--- src/rtl/controlador_ativos_pkg.sv ---
// Shared definitions for the active-node search controller: FSM encoding,
// operation-counter width and the popcount width helper.
package controlador_ativos_pkg;

  localparam int ESTADO_W = 3;
  typedef logic [ESTADO_W-1:0] estado_t;

  localparam estado_t OCIOSO  = 3'd0;
  localparam estado_t FONTE   = 3'd1;
  localparam estado_t AGUARDA = 3'd2;
  localparam estado_t PRONTO  = 3'd3;
  localparam estado_t COMANDO = 3'd4;
  localparam estado_t FIM     = 3'd5;

  localparam int NUM_OPS_W = 16;

  // Bits needed to hold a population count of an n-bit vector.
  function automatic int largura_contagem(input int n);
    return $clog2(n + 1);
  endfunction

endpackage

--- src/rtl/controlador_ativos_contador_bits.sv ---
// contador_bits: parameterised combinational popcount.
module contador_bits #(
  parameter int W     = 8,
  parameter int OUT_W = $clog2(W + 1)
) (
  input  logic [W-1:0]     bits,
  output logic [OUT_W-1:0] total
);

  always_comb begin
    total = '0;
    for (int i = 0; i < W; i++) begin
      total = total + OUT_W'(bits[i]);
    end
  end

endmodule

--- src/rtl/controlador_ativos.sv ---
// Active-node search controller: sequences source load, LVV requests and
// manager commands. Define CA_VERIFICA_OVERFLOW_EN to refuse updates that exceed free NA slots.
module controlador_ativos
  import controlador_ativos_pkg::*;
#(
  parameter int NUM_NA     = 8,
  parameter int NUM_EA     = 8,
  parameter int ADDR_WIDTH = 5,
  localparam int CNT_W     = largura_contagem((NUM_NA > NUM_EA) ? NUM_NA : NUM_EA)
) (
  input  logic                  clk,
  input  logic                  rst_n,
  input  logic                  inicio_in,
  input  logic [ADDR_WIDTH-1:0] endereco_fonte_in,
  input  logic                  lvv_desativar_req_in,
  input  logic                  lvv_atualizar_req_in,
  input  logic [NUM_EA-1:0]     lvv_vizinho_valido_in,
  output logic                  lvv_ready_out,
  input  logic [NUM_NA-1:0]     na_ativo_in,
  input  logic                  ga_ocupado_in,
  output logic                  ca_atualizar_fonte_out,
  output logic [ADDR_WIDTH-1:0] ca_endereco_fonte_out,
  output logic                  ca_desativar_out,
  output logic                  ca_atualizar_out,
  output logic                  ca_concluido_out,
  output logic                  ca_overflow_out,
  output logic [NUM_OPS_W-1:0]  ca_num_ops_out,
  output logic [ESTADO_W-1:0]   estado,
  output logic [CNT_W-1:0]      vizinhos_pedidos,
  output logic [CNT_W-1:0]      slots_livres
);

  // Handshake: a request is taken on a rising edge where lvv_ready_out is high;
  // desativar wins over a simultaneous atualizar, which the LVV must re-request.

  estado_t                 estado_q, estado_d;
  logic                    cmd_desativar_q;
  logic [ADDR_WIDTH-1:0]   endereco_q;
  logic [NUM_OPS_W-1:0]    num_ops_q;
  logic                    ready, aceita_desativar, aceita_atualizar, recusa, emite, carrega;

  assign ready            = (estado_q == PRONTO) && !ga_ocupado_in;
  assign aceita_desativar = ready && lvv_desativar_req_in;
  assign aceita_atualizar = ready && !lvv_desativar_req_in && lvv_atualizar_req_in;
  assign emite            = (estado_q == COMANDO) && !ga_ocupado_in;
  assign carrega          = (estado_q == OCIOSO) && inicio_in;

  contador_bits #(.W(NUM_EA), .OUT_W(CNT_W)) u_pedidos (
    .bits  (lvv_vizinho_valido_in),
    .total (vizinhos_pedidos)
  );

  contador_bits #(.W(NUM_NA), .OUT_W(CNT_W)) u_livres (
    .bits  (~na_ativo_in),
    .total (slots_livres)
  );

`ifdef CA_VERIFICA_OVERFLOW_EN
  logic overflow_q;
  assign recusa = vizinhos_pedidos > slots_livres;

  always_ff @(posedge clk or negedge rst_n) begin
    if (!rst_n) begin
      overflow_q <= 1'b0;
    end else if (carrega) begin
      overflow_q <= 1'b0;
    end else if (aceita_atualizar && recusa) begin
      overflow_q <= 1'b1;
    end
  end

  assign ca_overflow_out = overflow_q;
`else
  assign recusa          = 1'b0;
  assign ca_overflow_out = 1'b0;
`endif

  always_ff @(posedge clk or negedge rst_n) begin
    if (!rst_n) estado_q <= OCIOSO;
    else        estado_q <= estado_d;
  end

  always_comb begin
    estado_d = estado_q;
    case (estado_q)
      OCIOSO:  if (inicio_in) estado_d = FONTE;
      FONTE:   estado_d = AGUARDA;
      AGUARDA: if (!ga_ocupado_in) estado_d = PRONTO;
      PRONTO: begin
        if (aceita_desativar)                 estado_d = COMANDO;
        else if (aceita_atualizar && !recusa) estado_d = COMANDO;
        else if (ready && !lvv_atualizar_req_in && (na_ativo_in == '0)) estado_d = FIM;
      end
      COMANDO: if (emite) estado_d = AGUARDA;
      FIM:     estado_d = OCIOSO;
      default: estado_d = OCIOSO;
    endcase
  end

  always_comb begin
    lvv_ready_out          = ready;
    ca_atualizar_fonte_out = (estado_q == FONTE);
    ca_desativar_out       = emite && cmd_desativar_q;
    ca_atualizar_out       = emite && !cmd_desativar_q;
    ca_concluido_out       = (estado_q == FIM);
  end

  always_ff @(posedge clk or negedge rst_n) begin
    if (!rst_n) begin
      endereco_q      <= '0;
      num_ops_q       <= '0;
      cmd_desativar_q <= 1'b0;
    end else begin
      if (carrega) begin
        endereco_q <= endereco_fonte_in;
        num_ops_q  <= '0;
      end else if (emite && (num_ops_q != '1)) begin
        num_ops_q <= num_ops_q + NUM_OPS_W'(1);
      end
      if (aceita_desativar)      cmd_desativar_q <= 1'b1;
      else if (aceita_atualizar) cmd_desativar_q <= 1'b0;
    end
  end

  assign ca_endereco_fonte_out = endereco_q;
  assign ca_num_ops_out        = num_ops_q;
  assign estado                = estado_q;

endmodule

--- config.mk ---
export PLATFORM = sky130hd
export DESIGN_NAME = controlador_ativos
export DESIGN_NICKNAME = d
export VERILOG_FILES = /design/src/rtl/controlador_ativos_pkg.sv /design/src/rtl/controlador_ativos_contador_bits.sv /design/src/rtl/controlador_ativos.sv
export SDC_FILE = /design/constraint.sdc
export NUM_CORES = 1
export LEC_CHECK = 0
export CORE_ASPECT_RATIO = 2
export CORE_MARGIN = 2
export CORE_UTILIZATION = 48
export DETAILED_ROUTE_END_ITERATION = 12
export GPL_TIMING_DRIVEN = 0
export PLACE_DENSITY = 0.86
export SYNTH_ARGS = -nofsm -noshare
export SYNTH_HDL_FRONTEND = slang
export SYNTH_HIERARCHICAL = 1
export SYNTH_SLANG_ARGS = --single-unit
export TNS_END_PERCENT = 100
--- constraint.sdc ---
create_clock -name clk -period 7.88 [get_ports clk]
set_input_delay 1.576 -clock clk [delete_from_list [all_inputs] [get_ports clk]]
set_output_delay 1.576 -clock clk [all_outputs]
set_load 0.01 [all_outputs]
Word level (Yosys, flattened, before mapping):

Cells that the tools add are included.

* div/mod/pow operators: 0
* equality and inequality tests: 10
* order comparisons: 0
* reductions and logical operators: 20
* $add $sub $neg: 15
* multiply operators: 0
* bitwise operators: 1
* mux-type cells: 11
* shift-type cells: 0

Operator list (number)
* 4-bit by 1-bit adder with 4-bit output: 12
* 16-bit two-way mux: 2
* 3-bit two-way mux: 6
* 16-bit by 1-bit adder with 16-bit output (second input constant): 1
* 16-bit != test (second input constant): 1
* 3-bit one-hot mux with 5 select lines: 1
* 1-bit logical AND: 11
* 8-bit zero test: 1
* 8-bit inverter: 1
* 3-bit by 2-bit == test with 1-bit output (second input constant): 2
* 3-bit == test (second input constant): 2
* 2-bit != test (second input constant): 3
* 1-bit by 1-bit adder with 2-bit output: 2
* 1-bit zero test: 4
* 4-bit by 3-bit != test with 1-bit output (second input constant): 1
* 4-bit AND reduction: 1
* 2-bit nonzero test: 2
* 3-bit by 1-bit == test with 1-bit output (second input constant): 1
* 3-bit zero test: 1
* 1-bit two-way mux: 2

* word-level logic and storage cells: 61
* bits in latches: 0
* RAM bits: 0
* bits in read-only memories: 0
* memories: 0
* output and inout bits: 38
* input bits: 27
* flip-flop bits (word level): 25

Longest topological paths before layout:

* depth after elaboration: 8
* depth in mapped cells: 10
* mapped depth without buffers: 10

By module:

Netlist, hierarchy kept.

By module, submodules not included
* controlador_ativos: sequential area each 625.6 um^2, cells an instance 156, area each 1388.8 um^2, instances 1
* contador_bits: sequential area each 0.0 um^2, cells an instance 24, area each 190.2 um^2, instances 2

Worst setup path after synthesis:

OpenSTA, ideal clock, no wires.

* path kind: input to output
* start point: input na_ativo_in[0]
* end point: output slots_livres[2]
* setup slack: 2.411 ns
* path buffers: 0
* stages: 10
* data arrival time: 3.893 ns
* data required time: 6.304 ns
* cell sequence: inv_1 > inv_1 > fa_1 > fa_1 > fa_1 > inv_1 > ha_1 > inv_1 > fa_1 > xnor2_1

* longest elaborated chain between the ends: 8

RTL lines
* start: declaration: RTL line controlador_ativos.sv:19 `input logic [NUM_NA-1:0] na_ativo_in,`
* 8-bit inverter: RTL line controlador_ativos.sv:54 `.bits (~na_ativo_in),`
* 1-bit by 1-bit adder with 2-bit output: RTL line controlador_ativos_contador_bits.sv:13 `total = total + OUT_W'(bits[i]);`
* 4-bit by 1-bit adder with 4-bit output (6 in a row): RTL line controlador_ativos_contador_bits.sv:13
* end: declaration: RTL line controlador_ativos.sv:30 `output logic [CNT_W-1:0] slots_livres`

No other way between the ends.

Worst setup path in the final report:

* start point: input na_ativo_in[0]
* end point: output slots_livres[1]

The elaborated chain is that of the path after synthesis.

==> results list <==
* # clock sinks: 25
* Area fraction of the dominant cell type after synthesis: 35.4%
- dfrtp_1 takes more of the synthesized area than any other cell.
- Number of pins exceeding their max-slew limit in the final report: 0
- Die Span X: roughly 47 um
- First-pass GRT wire length: 7380 um
- Clock skew on the completed layout was measured at about 0.0074 ns.
* Worst-case register-to-register setup slack: 5.46 ns
- The number of hold-slack violations in the final timing report came to 0.
- Min cycle time layout: 6.52 ns
* Worst Hold Margin: 0.481 ns
* Portion of the post-synthesis area used by sequential elements: 35.4%
- Total CTS buffers: 3
* Unrepaired setup endpoints after global routing: no
- The first detailed-routing pass took 4 iterations.
* Leakage power total: 1.16 nW
* Number of global-route vias before repair: 1777
- Post-DP HPWL: 3490 um
* Launch point of the critical path: na_ativo_in[0]
- Wires add up to approximately 4300 um.
- Clock transition at the register clock pins on the worst setup and hold paths after CTS: 0.09 ns
- Drt drc: 0
- Clock latency reported for the late side of the worst-skew pair: 0.29 ns
* Clock Tree Buf Depth: 2
- Maximum achievable frequency: 153 MHz
- Worst vdd rail ir drop: 0.141 mV
* Total power consumption of the routed design: 0.000534 W
- At the worst endpoint, the arrival time is slightly below 5 ns.
- Routed wire length per instance: 13.4 um
- The core region is 3570 um2.
- Among all flip-flop cells after synthesis, the most frequent one is dfrtp_1.
- Top fanout value on the critical path: 2
- Share of synthesized flip-flops with an asynchronous set or reset: 100%
- In this run the number of H-tree levels came out at 1.
- Beginning of the worst register-to-register path: estado[1]$_DFFE_PN0P_
* Count of cell types in the netlist: 43
- The detailed router finished its first iteration with 35 violations.
- The tightest min-delay check is of the flip-flop to flip-flop type.
- Via density per instance: 5.31
* Count of endpoints failing setup in the final report: 0
- In this run the power density over the cells is approximately 210 nW/um2.
- Number of buffer cells added on primary ports: 63
* Top-level I/O count: 65
- Number of synthesized register bits: 25
* Total Die Area: 4220 um2
- Core Rows: 31
* Post-placement setup slack: 1.37 ns
- Post-Synthesis Mean Instance Area: slightly below 9 um2
- Largest net degree at the start of global routing: 26
- Critical path start-end classification: input port to primary output
- The initial antenna violation count was 0.
- Fraction of final layout cells with drive strength greater than 1: under 10%
- Post-cts gate resize count: 0
* Max capacitance violation total: 0
- Post-CTS Hold Buffers: 0
- The synthesized design contains 0 enable-type register cells.
- STA puts the critical path data required time at around 6.3 ns.
* Total GRT Usage: 23.1%
- After layout, the worst path uses 82.8% of the clock period.
* Area of the mapped netlist: between 1500 and 2000 um2
- The die is 89.9 um tall.
- Cell with the most instances after synthesis: inv_1
- Effective utilization at floorplan: 49.6%
* Count of antenna-violating nets left after detailed routing: 0
- Routability-driven placement finished with a final weighted congestion of 0.885.
* Slew margin rel.: 25.3%
- Summed over all failing endpoints, the final setup total negative slack is 0 ns.
- The worst register-to-register path has a depth of 5.
* Type of destination of the critical path: primary output
- Synthesis produced 204 cells.
- The number of antenna diodes in the final layout is 0.
- Utilization after layout: 70.3%
- Compared with the post-synthesis result, the final layout area differs by 41.9%.
- By count the netlist is led by 36 x inv_1, 30 x nand2_1, 25 x dfrtp_1.
- Total vias in the final route: 1700
* Number of setup buffers added after CTS: 0
- The endpoint identified for the worst register-to-register timing path is ca_num_ops_out[10]$_DFFE_PN0P_.
- For this run, the number of Yosys warnings is 6.
- TritonCTS clock tree: yes
- Yosys attributes the largest share of cell area to dfrtp_1 35%, fa_1 9.1%, inv_1 7.6%.
- At the pin with the least slew margin, the transition time is 1.12 ns.
* Outcome: finished clean
- The root buffer cell chosen for the clock tree is clkbuf_8.
- The net count of the finished layout is 314.
- End of the critical path: slots_livres[1]
- The number of nets in the synthesized netlist is 246.
- Post-route worst setup slack: 1.36 ns
- Element type at the critical path start: input port
- The total overflow left after global routing is 0.
==> power breakdown <==
group | leakage (nW) | total (W) | switching [W] | internal (W)
Sequential | 0.335 | 0.000171 | 0.0000168 | 0.000154
Combinational | 0.806 | 0.000281 | 0.000134 | 0.000147
Clock | 0.0217 | 0.0000817 | 0.0000456 | 0.0000361
Total | 1.16 | 0.000534 | 0.000196 | 0.000337
==> sequential cells by signal, indices dropped and copies added (netlist names) <==
signal and cells:
estado 3, cmd_desativar_q 1, ca_num_ops_out 16, ca_endereco_fonte_out 5
==> kinds of logic (layout without fill, tap and decap cells) <==
| kind of cell | Yosys count | count (layout) | share of synthesized area, % |
|---|---|---|---|
| mux | 7 | 7 | 3.96 |
| xor+xnor | 4 | 4 | 1.98 |
| fa+ha+maj | 15 | 15 | 14.0 |
| simple gates | 81 | 81 | 24.9 |
| flops | 25 | 25 | 35.4 |
| buf+inv | 44 | 111 | 10.1 |
| other cells | 1 | 1 | 0.212 |
| compound gates | 27 | 27 | 9.48 |
==> worst min path at each step <==
| stage | cells past startpoint | end | from | slack (ns) |
|---|---|---|---|---|
| after floorplan | 1 | cmd_desativar_q$_DFFE_PN0P_ | cmd_desativar_q$_DFFE_PN0P_ | 0.48 |
| after global placement | 2 | ca_endereco_fonte_out[0]$_DFFE_PN0P_ | ca_endereco_fonte_out[0]$_DFFE_PN0P_ | 0.46 |
| after detailed placement | 2 | ca_endereco_fonte_out[2]$_DFFE_PN0P_ | ca_endereco_fonte_out[2]$_DFFE_PN0P_ | 0.46 |
| after CTS | 2 | ca_endereco_fonte_out[2]$_DFFE_PN0P_ | ca_endereco_fonte_out[2]$_DFFE_PN0P_ | 0.49 |
| after global routing | 2 | ca_endereco_fonte_out[1]$_DFFE_PN0P_ | ca_endereco_fonte_out[1]$_DFFE_PN0P_ | 0.51 |
| final | 2 | ca_endereco_fonte_out[2]$_DFFE_PN0P_ | ca_endereco_fonte_out[2]$_DFFE_PN0P_ | 0.48 |
==> layout make-up <==
type	instances	area [um2]
inverters	36	135
multi-input cells	135	965
repair buffers	63	631
clock buffers	3	41.3
well taps	49	61.3
clock inverters	1	7.51
plain buffers	8	43.8
fillers	295	1060
flip-flops and latches	25	626
==> per-stage QoR <==
step	instance area (um2)	instances
after global placement	2460	316
final	2510	320
after detailed placement	2460	316
after floorplan	1770	204
after global routing	2510	320
after CTS	2510	320
==> metal layers <==
metal,wire length (um),up-vias,track usage [%]
li1,-,822,-
met1,1440,820,24.0
met2,2560,51,41.8
met3,189,7,2.21
met4,105,0,11.3
met5,0,-,0
==> cell usage in the layout (no fill, tap or decap), types with 4 or more instances in the layout <==
master and instances:
mux2i_1 7, nand4_1 8, nand3_1 8, clkdlybuf4s50_1 63
or3_1 4, inv_1 36, ha_1 7, a21oi_1 9
clkbuf_1 4, dfrtp_1 25, or4_1 4, nor2_1 5
fa_1 8, o21ai_0 7, nand2_1 30
==> critical path, stage by stage <==
cell and delay, ns:
clkdlybuf4s50_1 0.43, inv_1 0.07, inv_1 0.06, fa_1 0.55, fa_1 0.44, fa_1 0.51, inv_1 0.05, ha_1 0.19
inv_1 0.07, fa_1 0.42, inv_1 0.07, clkdlybuf4s50_1 0.53
Note: power is estimated with default switching activity, not from simulation.
